===== config.mk =====
export PLATFORM = sky130hd
export DESIGN_NAME = gpio_regs
export DESIGN_NICKNAME = d
export VERILOG_FILES = /design/src/rtl/gpio_pkg.sv /design/src/rtl/gpio_sync_edge.sv /design/src/rtl/gpio_regs.sv
export SDC_FILE = /design/constraint.sdc
export NUM_CORES = 1
export LEC_CHECK = 0
export CORE_ASPECT_RATIO = 0.6
export CORE_MARGIN = 4
export CORE_UTILIZATION = 50
export DETAILED_ROUTE_END_ITERATION = 10
export PLACE_DENSITY = 0.85
export SLEW_MARGIN = 5
export SYNTH_ARGS = -nofsm -noshare
export SYNTH_HDL_FRONTEND = slang
export SYNTH_SLANG_ARGS = --single-unit

===== constraint.sdc =====
create_clock -name sys_clk -period 8.8 [get_ports sys_clk]
set_input_delay 0.88 -clock sys_clk [delete_from_list [all_inputs] [get_ports sys_clk]]
set_output_delay 0.88 -clock sys_clk [all_outputs]
set_load 0.03 [all_outputs]

===== src/rtl/gpio_pkg.sv =====
// Shared constants for the GPIO register file: register offsets, CTRL bit indices, bus width.
package gpio_pkg;

  localparam int unsigned GPIO_DW = 32;

  localparam logic [2:0] GPIO_IN_OFS    = 3'd0;
  localparam logic [2:0] GPIO_OUT_OFS   = 3'd1;
  localparam logic [2:0] GPIO_OE_OFS    = 3'd2;
  localparam logic [2:0] GPIO_INTE_OFS  = 3'd3;
  localparam logic [2:0] GPIO_PTRIG_OFS = 3'd4;
  localparam logic [2:0] GPIO_CTRL_OFS  = 3'd5;
  localparam logic [2:0] GPIO_INTS_OFS  = 3'd6;

  localparam int unsigned CTRL_IE_BIT   = 0;
  localparam int unsigned CTRL_INTS_BIT = 1;

endpackage


===== src/rtl/gpio_sync_edge.sv =====
// Pad-input synchroniser followed by a history flop; reports per-line rising and falling edges.
module gpio_sync_edge #(
  parameter int unsigned GPIO_W   = 32,
  parameter int unsigned SYNC_STG = 2
) (
  input  logic              clk_i,
  input  logic              rst_i,
  input  logic [GPIO_W-1:0] pad_i,
  output logic [GPIO_W-1:0] sync_o,
  output logic [GPIO_W-1:0] rise_o,
  output logic [GPIO_W-1:0] fall_o
);

  logic [SYNC_STG-1:0][GPIO_W-1:0] sync_q;
  logic [GPIO_W-1:0]               prev_q;

  always_ff @(posedge clk_i or posedge rst_i) begin
    if (rst_i) begin
      sync_q <= '0;
      prev_q <= '0;
    end else begin
      sync_q <= {sync_q[SYNC_STG-2:0], pad_i};
      prev_q <= sync_q[SYNC_STG-1];
    end
  end

  assign sync_o = sync_q[SYNC_STG-1];
  assign rise_o = sync_o & ~prev_q;
  assign fall_o = ~sync_o & prev_q;

endmodule


===== src/rtl/gpio_regs.sv =====
// GPIO register file behind the APB slave: pad output/enable, edge-triggered interrupt status,
// zero-latency read mux and a registered level interrupt.
module gpio_regs
  import gpio_pkg::*;
#(
  parameter int unsigned GPIO_W   = 32,
  parameter int unsigned SYNC_STG = 2
) (
  input  logic               sys_clk,
  input  logic               sys_rst,
  input  logic               gpio_we,
  input  logic [GPIO_DW-1:0] gpio_addr,
  input  logic [GPIO_DW-1:0] gpio_dat_i,
  output logic [GPIO_DW-1:0] gpio_dat_o,
  output logic               gpio_int_o,
  input  logic [GPIO_W-1:0]  gpio_in,
  output logic [GPIO_W-1:0]  gpio_out,
  output logic [GPIO_W-1:0]  gpio_oe
);

  logic [GPIO_W-1:0] out_q, out_d, oe_q, oe_d, inte_q, inte_d, ptrig_q, ptrig_d;
  logic [GPIO_W-1:0] ints_q, ints_d, ints_clr, ints_set;
  logic [GPIO_W-1:0] in_sync, in_rise, in_fall, wdata;
  logic              ie_q, ie_d, irq_q, irq_d;
  logic [2:0]        ofs;
  logic              unused_bits;

  assign ofs         = gpio_addr[4:2];
  assign wdata       = gpio_dat_i[GPIO_W-1:0];
  assign unused_bits = ^{gpio_addr[31:5], gpio_addr[1:0], gpio_dat_i};

  gpio_sync_edge #(
    .GPIO_W  (GPIO_W),
    .SYNC_STG(SYNC_STG)
  ) u_sync_edge (
    .clk_i (sys_clk),
    .rst_i (sys_rst),
    .pad_i (gpio_in),
    .sync_o(in_sync),
    .rise_o(in_rise),
    .fall_o(in_fall)
  );

  assign ints_set = inte_q & ((ptrig_q & in_rise) | (~ptrig_q & in_fall));

  always_comb begin
    out_d    = out_q;
    oe_d     = oe_q;
    inte_d   = inte_q;
    ptrig_d  = ptrig_q;
    ie_d     = ie_q;
    ints_clr = '0;
    if (gpio_we) begin
      case (ofs)
        GPIO_OUT_OFS:   out_d    = wdata;
        GPIO_OE_OFS:    oe_d     = wdata;
        GPIO_INTE_OFS:  inte_d   = wdata;
        GPIO_PTRIG_OFS: ptrig_d  = wdata;
        GPIO_CTRL_OFS:  ie_d     = gpio_dat_i[CTRL_IE_BIT];
        GPIO_INTS_OFS:  ints_clr = wdata;
        default: ;
      endcase
    end
    // A new edge outranks a same-cycle W1C on that bit.
    ints_d = (ints_q & ~ints_clr) | ints_set;
    irq_d  = ie_q & (|ints_q);
  end

  always_ff @(posedge sys_clk or posedge sys_rst) begin
    if (sys_rst) begin
      out_q   <= '0;
      oe_q    <= '0;
      inte_q  <= '0;
      ptrig_q <= '0;
      ie_q    <= 1'b0;
      ints_q  <= '0;
      irq_q   <= 1'b0;
    end else begin
      out_q   <= out_d;
      oe_q    <= oe_d;
      inte_q  <= inte_d;
      ptrig_q <= ptrig_d;
      ie_q    <= ie_d;
      ints_q  <= ints_d;
      irq_q   <= irq_d;
    end
  end

  always_comb begin
    gpio_dat_o = '0;
    case (ofs)
      GPIO_IN_OFS:    gpio_dat_o[GPIO_W-1:0] = in_sync;
      GPIO_OUT_OFS:   gpio_dat_o[GPIO_W-1:0] = out_q;
      GPIO_OE_OFS:    gpio_dat_o[GPIO_W-1:0] = oe_q;
      GPIO_INTE_OFS:  gpio_dat_o[GPIO_W-1:0] = inte_q;
      GPIO_PTRIG_OFS: gpio_dat_o[GPIO_W-1:0] = ptrig_q;
      GPIO_CTRL_OFS: begin
        gpio_dat_o[CTRL_IE_BIT]   = ie_q;
        gpio_dat_o[CTRL_INTS_BIT] = |ints_q;
      end
      GPIO_INTS_OFS:  gpio_dat_o[GPIO_W-1:0] = ints_q;
      default: ;
    endcase
  end

  assign gpio_out   = out_q;
  assign gpio_oe    = oe_q;
  assign gpio_int_o = irq_q;

endmodule


==> run_results.csv, run 1 <==
group,metric,value,unit
cts,ctsLongestPathBuffers,3,
synthesis,synth_edf_count,0,
synthesis,synth_top_area_share,63.2,%
job,cap_violations,0,
run_status,status,"finished, final reports clean",
drt,wl_per_cell,20.8,µm
synthesis,synth-seq-cells,258,
synthesis,synth_most_common_cell,"dfrtp_1",
worst_hold_path,min_to,"u_sync_edge.sync_o[27]",
pwr,power.leakage,5.35,nW
critical_path,r2r_slack,7.14,ns
placed_design,io_buffers,166,
synthesis,ys.flop_type,"dfrtp_1",
synthesis,netlist_area,0.0102,mm²
synthesis,postSynthNetCount,881,
synthesis,synthDistinctLibCells,34,
pwr,finalPower,3.31,mW
cts,clock-sinks,258,
layout,layout-drive-gt1-share,15.8,%
critical_path,rr_endpoint,"gpio_int_o",
global_route,met3_usage,5.22,%
synthesis,synth_xor_area_share,0,%
drt,avgViaCountPerCell,5.83,
pwr,max-vdd-ir-drop,172,µV
global_route,grt_max_degree,104,
placed_design,gp_congestion,0.785,
critical_path,cp_data_arrival_time,4.18,ns
cts,cts_root_buffer,"clkbuf_16",
die,fp.dieArea,0.0228,mm²
worst_hold_path,hold_path.class,"reg2reg",
layout,nFillCells,1519,
critical_path,critPathRequiredTime,7.92,ns
timing,fin_tns_setup,0,ns
critical_path,cpMostUsedCell,"clkdlybuf4s50_1",
global_route,grt_pass1_vias,7133,
die,start_util,51.0,%
critical_path,cp_cell_sequence,"clkdlybuf4s50_1 > inv_1 > nor3_4 > buf_4 > a22oi_1 > nand3_1 > clkdlybuf4s50_1",
pwr,powerDensity,258,mW/mm²
cts,ctsResizeCount,0,
timing,max_clock_freq,198,MHz
die,die_w,192,µm
global_route,antenna_found_initial,1,
timing,period_share,57.5,%
layout,final_nets,1039,
timing,clock_skew,0.0146,ns
die,ios,196,
critical_path,worstSetupEndpointType,"output pin",
timing,hold_violations,0,
critical_path,path_class,"in2out",
synthesis,synth_compound_area_share,11.4,%
timing,setup_violations,0,
drt,drt_iter0_drc,601,
timing,max-slew-margin-rel,29.9,%
die,num_rows,40,
synthesis,synth_area_per_cell,13.1,µm²
timing,worst_pin_slew,1.05,ns
global_route,grt_overflow,0,
drt,first_pass_iters,5,
cts,clk_latency,0.52,ns
global_route,use_met2,31.9,%
drt,ant_nets,0,
global_route,gr-usage-met1,34.1,%
cts,clkTransAtPathRegs,0.07,ns
cts,holdBufCountCts,0,
worst_hold_path,hold_depth,0,
timing,rsz0062_at_grt,"false",
cts,cts_tree,"yes",
drt,routed_wl,25500,µm
worst_hold_path,hold_start,"u_sync_edge.sync_q[27]",
synthesis,seq_area_frac_synth,63.2,%
critical_path,worst_path_max_delay_cell,"clkdlybuf4s50_1",
timing,min_period,5.06,ns
drt,vias,7164,
critical_path,ff2ff_path_depth,4,
die,core_area,0.0200,mm²
critical_path,slowest_delay,0.83,ns
global_route,grt.busiest_layer,"met1",
drt,drc,0,
synthesis,synth_top_family_by_area,"multiplexers",
critical_path,timing.critical_path.buf_inv,4,
critical_path,crit_path_start_kind,"input port",
global_route,gr-usage-all-layers,22.1,%
critical_path,critical-path-top-delay-family,"buffers and inverters",
die,die_h,119,µm
synthesis,synth_top_area_cell,"dfrtp_1",
layout,synthToLayoutAreaGrowth,25.3,%
cts,cts_setup_buffers,0,
placed_design,dpl.hpwl,16100,µm
synthesis,synthTopCellsByArea,"dfrtp_1 (63%), mux2_2 (11%), a22oi_1 (6.6%)",
synthesis,synth_warnings,0,
synthesis,synth_adder_area_share,0,%
synthesis,synth_mux_area_share,14.5,%
cts,htreeDepth,1,
timing,final_max_slew_viol_count,0,
critical_path,r2r_start,"ints_q[30]",
synthesis,synth-simple-area-share,8.16,%
layout,final_util,63.9,%
global_route,grt_pass1_wl,40100,µm
cts,numCtsBuffers,23,
synthesis,synth.top_cells.by_count,"dfrtp_1 (258), nand2_1 (99), mux2_2 (98)",
synthesis,async_reset_ff_share,100,%
critical_path,crit_path_max_fanout,17,
synthesis,synthCells,782,
metrics by stage:
stage          setup WS [ns]  instance area (µm²)  hold slack [ns]  instances
2_1_floorplan          0.822                10200            0.331        782
3_3_place_gp            3.93                12000            0.332       1188
3_5_place_dp            3.82                12000            0.335       1188
4_1_cts                 3.78                12800            0.349       1227
5_1_grt                 3.64                12800            0.349       1227
6_report                3.74                12800            0.345       1228
worst register-to-register path: stages (launching register included):
cell and delay [ns]:
dfrtp_1 0.40, nor4_1 0.58, nand4_1 0.23, nor2_1 0.25
nor2b_1 0.07
power by group:
group | internal, mW | total, mW | switching (mW)
registers | 1.39 | 1.57 | 0.183
clock network | 0.565 | 0.994 | 0.430
logic | 0.354 | 0.742 | 0.388
sequential cells by signal, summed over array words and instances (netlist names), 32 cells and up:
signal	cells
gpio_oe	32
gpio_out	32
inte_q	32
ints_q	32
ptrig_q	32
u_sync_edge.prev_q	32
u_sync_edge.sync_o	32
u_sync_edge.sync_q	32
area by class of cell:
type / instances / area [µm²] / area share [%]
clock inverters: 4 / 62.6 / 0.489
well taps: 273 / 342 / 2.67
inverters: 2 / 15.0 / 0.117
flip-flops and latches: 258 / 6460 / 50.5
diodes: 1 / 2.50 / 0.0196
multi-input cells: 481 / 3510 / 27.4
clock buffers: 35 / 681 / 5.32
repair buffers: 174 / 1720 / 13.5
kinds of logic after synthesis:
logic type | count (synthesis)
flops | 258
simple gates | 189
compound gates | 160
mux | 132
buf+inv | 43
worst max path at each step:
| stage | from | to | cells after the start |
|---|---|---|---|
| after floorplan | sys_rst | gpio_int_o | 1 |
| after global placement | gpio_addr[3] | gpio_dat_o[18] | 7 |
| after detailed placement | gpio_addr[3] | gpio_dat_o[27] | 7 |
| after CTS | gpio_addr[3] | gpio_dat_o[27] | 7 |
| after global routing | gpio_addr[3] | gpio_dat_o[27] | 7 |
| final | gpio_addr[3] | gpio_dat_o[27] | 7 |
cells in the final DEF, fill, tap and decap left out, types with 2 or more instances in the layout:
cell type        count
a22o_1              32
a22oi_1             90
and2_2               3
buf_4                8
clkbuf_1             6
clkbuf_16           23
clkbuf_8             6
clkdlybuf4s50_1    166
dfrtp_1            258
mux2_1              33
mux2_2              98
nand2_1             98
nand3_1             31
nand4_1              3
nor2_1              34
nor2_4               2
nor4_1               8
o21ai_0             32
routing by layer:
layer	routed length, µm	vias to the layer above
met3	2120	41
met1	12000	3639
met2	11000	309
met4	455	2
met5	13	-
li1	-	3173
(Power assumes the default switching activity.)
==> run 2: changes to the inputs <==
==> constraint.sdc (replaced) <==
create_clock -name sys_clk -period 4.9 [get_ports sys_clk]
set_input_delay 0.49 -clock sys_clk [delete_from_list [all_inputs] [get_ports sys_clk]]
set_output_delay 0.49 -clock sys_clk [all_outputs]
set_load 0.03 [all_outputs]
==> run 2 against run 1 <==
Clock power up 99%. Clock skew up 0.0014 ns. Global-route usage up 0.66 points. Sequential share of layout area down 0.73 points. Combinational power up 81%. Non-clock buffer count up 7. Sequential power up 80%. First-iteration DRC count up 2.0%. Via count up 0.52%. Flip-flop and latch count unchanged. Routed wire length up 2.1%. Largest power group unchanged.
==> run_results.csv, run 2 (synthesized netlist as in run 1, its figures left out) <==
group,metric,value,unit
timing,holdWs,0.346,ns
drt,routed_wl,26100,µm
timing,max_clock_freq,251,MHz
cts,clk_latency,0.52,ns
drt,vias,7201,
die,die_w,192,µm
pwr,max-vdd-ir-drop,326,µV
die,num_rows,40,
die,start_util,51.0,%
cts,cts_root_buffer,"clkbuf_16",
cts,cts_tree,"yes",
critical_path,cp_cell_sequence,"clkdlybuf4s50_1 > inv_1 > nor2_4 > buf_4 > a22oi_1 > nand3_1 > clkdlybuf4s50_1",
drt,ant_nets,0,
critical_path,worst_path_max_delay_cell,"clkdlybuf4s50_1",
layout,layoutNonFillerInstCount,1240,
timing,period_share,81.3,%
drt,avgViaCountPerCell,5.81,
timing,worst_pin_slew,1.04,ns
placed_design,gp_congestion,0.814,
cts,numCtsBuffers,24,
placed_design,io_buffers,166,
die,ios,196,
timing,max-slew-margin-rel,30.8,%
cts,clock-sinks,258,
die,die_h,119,µm
global_route,gr-usage-met1,34.2,%
cts,ctsLongestPathBuffers,3,
global_route,grt_max_degree,110,
pwr,finalPower,6.15,mW
timing,rsz0062_at_grt,"false",
critical_path,worstSetupEndpointType,"output pin",
critical_path,slowest_delay,0.84,ns
critical_path,critPathRequiredTime,4.41,ns
die,core_area,0.0200,mm²
critical_path,crit_path_max_fanout,17,
placed_design,dpl.hpwl,17300,µm
critical_path,path_class,"in2out",
worst_hold_path,hold_path.class,"in2async",
timing,final_max_slew_viol_count,0,
timing,setup_violations,0,
critical_path,cp_data_arrival_time,3.49,ns
layout,layout-drive-gt1-share,17.2,%
layout,final_common_cell,"dfrtp_1",
global_route,grt_pass1_wl,41400,µm
drt,first_pass_iters,5,
critical_path,crit_path_start_kind,"input port",
layout,final_nets,1047,
timing,hold_violations,0,
layout,nFillCells,1446,
global_route,use_met2,33.7,%
layout,synthToLayoutAreaGrowth,27.1,%
global_route,grt_overflow,0,
global_route,grt_pass1_vias,7415,
pwr,power.leakage,5.45,nW
drt,drc,0,
critical_path,r2r_slack,3.31,ns
global_route,met3_usage,6.14,%
cts,clkTransAtPathRegs,0.07,ns
pwr,powerDensity,474,mW/mm²
drt,drt_iter0_drc,613,
cts,ctsResizeCount,0,
job,cap_violations,0,
cts,holdBufCountCts,0,
drt,wl_per_cell,21.0,µm
timing,clock_skew,0.0161,ns
critical_path,ff2ff_path_depth,4,
layout,final_cell_mix,"dfrtp_1 (258), clkdlybuf4s50_1 (166), mux2_2 (98), nand2_1 (98), a22oi_1 (90)",
cts,htreeDepth,1,
run_status,status,"finished, final reports clean",
timing,fin_tns_setup,0,ns
global_route,gr-usage-all-layers,22.8,%
cts,cts_setup_buffers,0,
global_route,antenna_found_initial,2,
global_route,grt.busiest_layer,"met1",
critical_path,cpMostUsedCell,"clkdlybuf4s50_1",
placed_design,dp_cells,1195,
die,fp.dieArea,0.0228,mm²
timing,min_period,3.98,ns
==> run 2: cell count changes in the layout (fill, tap and decap cells not counted), sizes merged <==
cell	change
bufinv	+2
clkbuf	-1
inv	-1
clkinvlp	+1
buf	+7
clkinv	+4
==> run 2: cell type report <==
cell class                      count  area, µm²  share of cell area, %
Antenna cell                        1       2.50                 0.0193
Tap cell                          273        342                   2.63
Clock inverter                     10        150                   1.16
Inverter                            2       11.3                 0.0868
Sequential cell                   258       6460                   49.7
Timing Repair Buffer              181       1800                   13.9
Clock buffer                       34        708                   5.46
Multi-Input combinational cell    481       3510                   27.0
==> run 2: per-layer routing <==
metal	wire length [µm]	part of all wire, %
met1	11700	45
met2	11500	44
met4	397	1.5
met3	2440	9.3
met5	18	0.069
==> run 2: where the power goes <==
part           internal (mW)  switching, mW
Sequential              2.49          0.335
Clock                   1.17          0.808
Combinational          0.640          0.704
Total                   4.30           1.85
==> run 2: worst max-delay path: cells and delay by family <==
kind / cells / cell delay (ns)
simple gates: 2 / 0.64
compound gates: 1 / 0.15
buf+inv: 4 / 2.18
==> run 2: worst paths after layout <==
path / start / endpoint
max: gpio_addr[3] / gpio_dat_o[16]
min: sys_rst / u_sync_edge.sync_o[8]
max reg2reg: ints_q[30] / gpio_int_o
min reg2reg: u_sync_edge.sync_q[27] / u_sync_edge.sync_o[27]
max in group asynchronous: sys_rst / inte_q[20]
min in group sys_clk: u_sync_edge.sync_q[27] / u_sync_edge.sync_o[27]
==> run 2: per-stage QoR <==
stage | utilization, % | setup slack, ns | instance area, µm²
2_1_floorplan | - | 1.01 | 10200
3_3_place_gp | 60.5 | 1.02 | 12100
3_5_place_dp | 60.5 | 0.964 | 12100
4_1_cts | 64.8 | 0.950 | 13000
5_1_grt | 64.8 | 0.851 | 13000
6_report | 64.8 | 0.917 | 13000
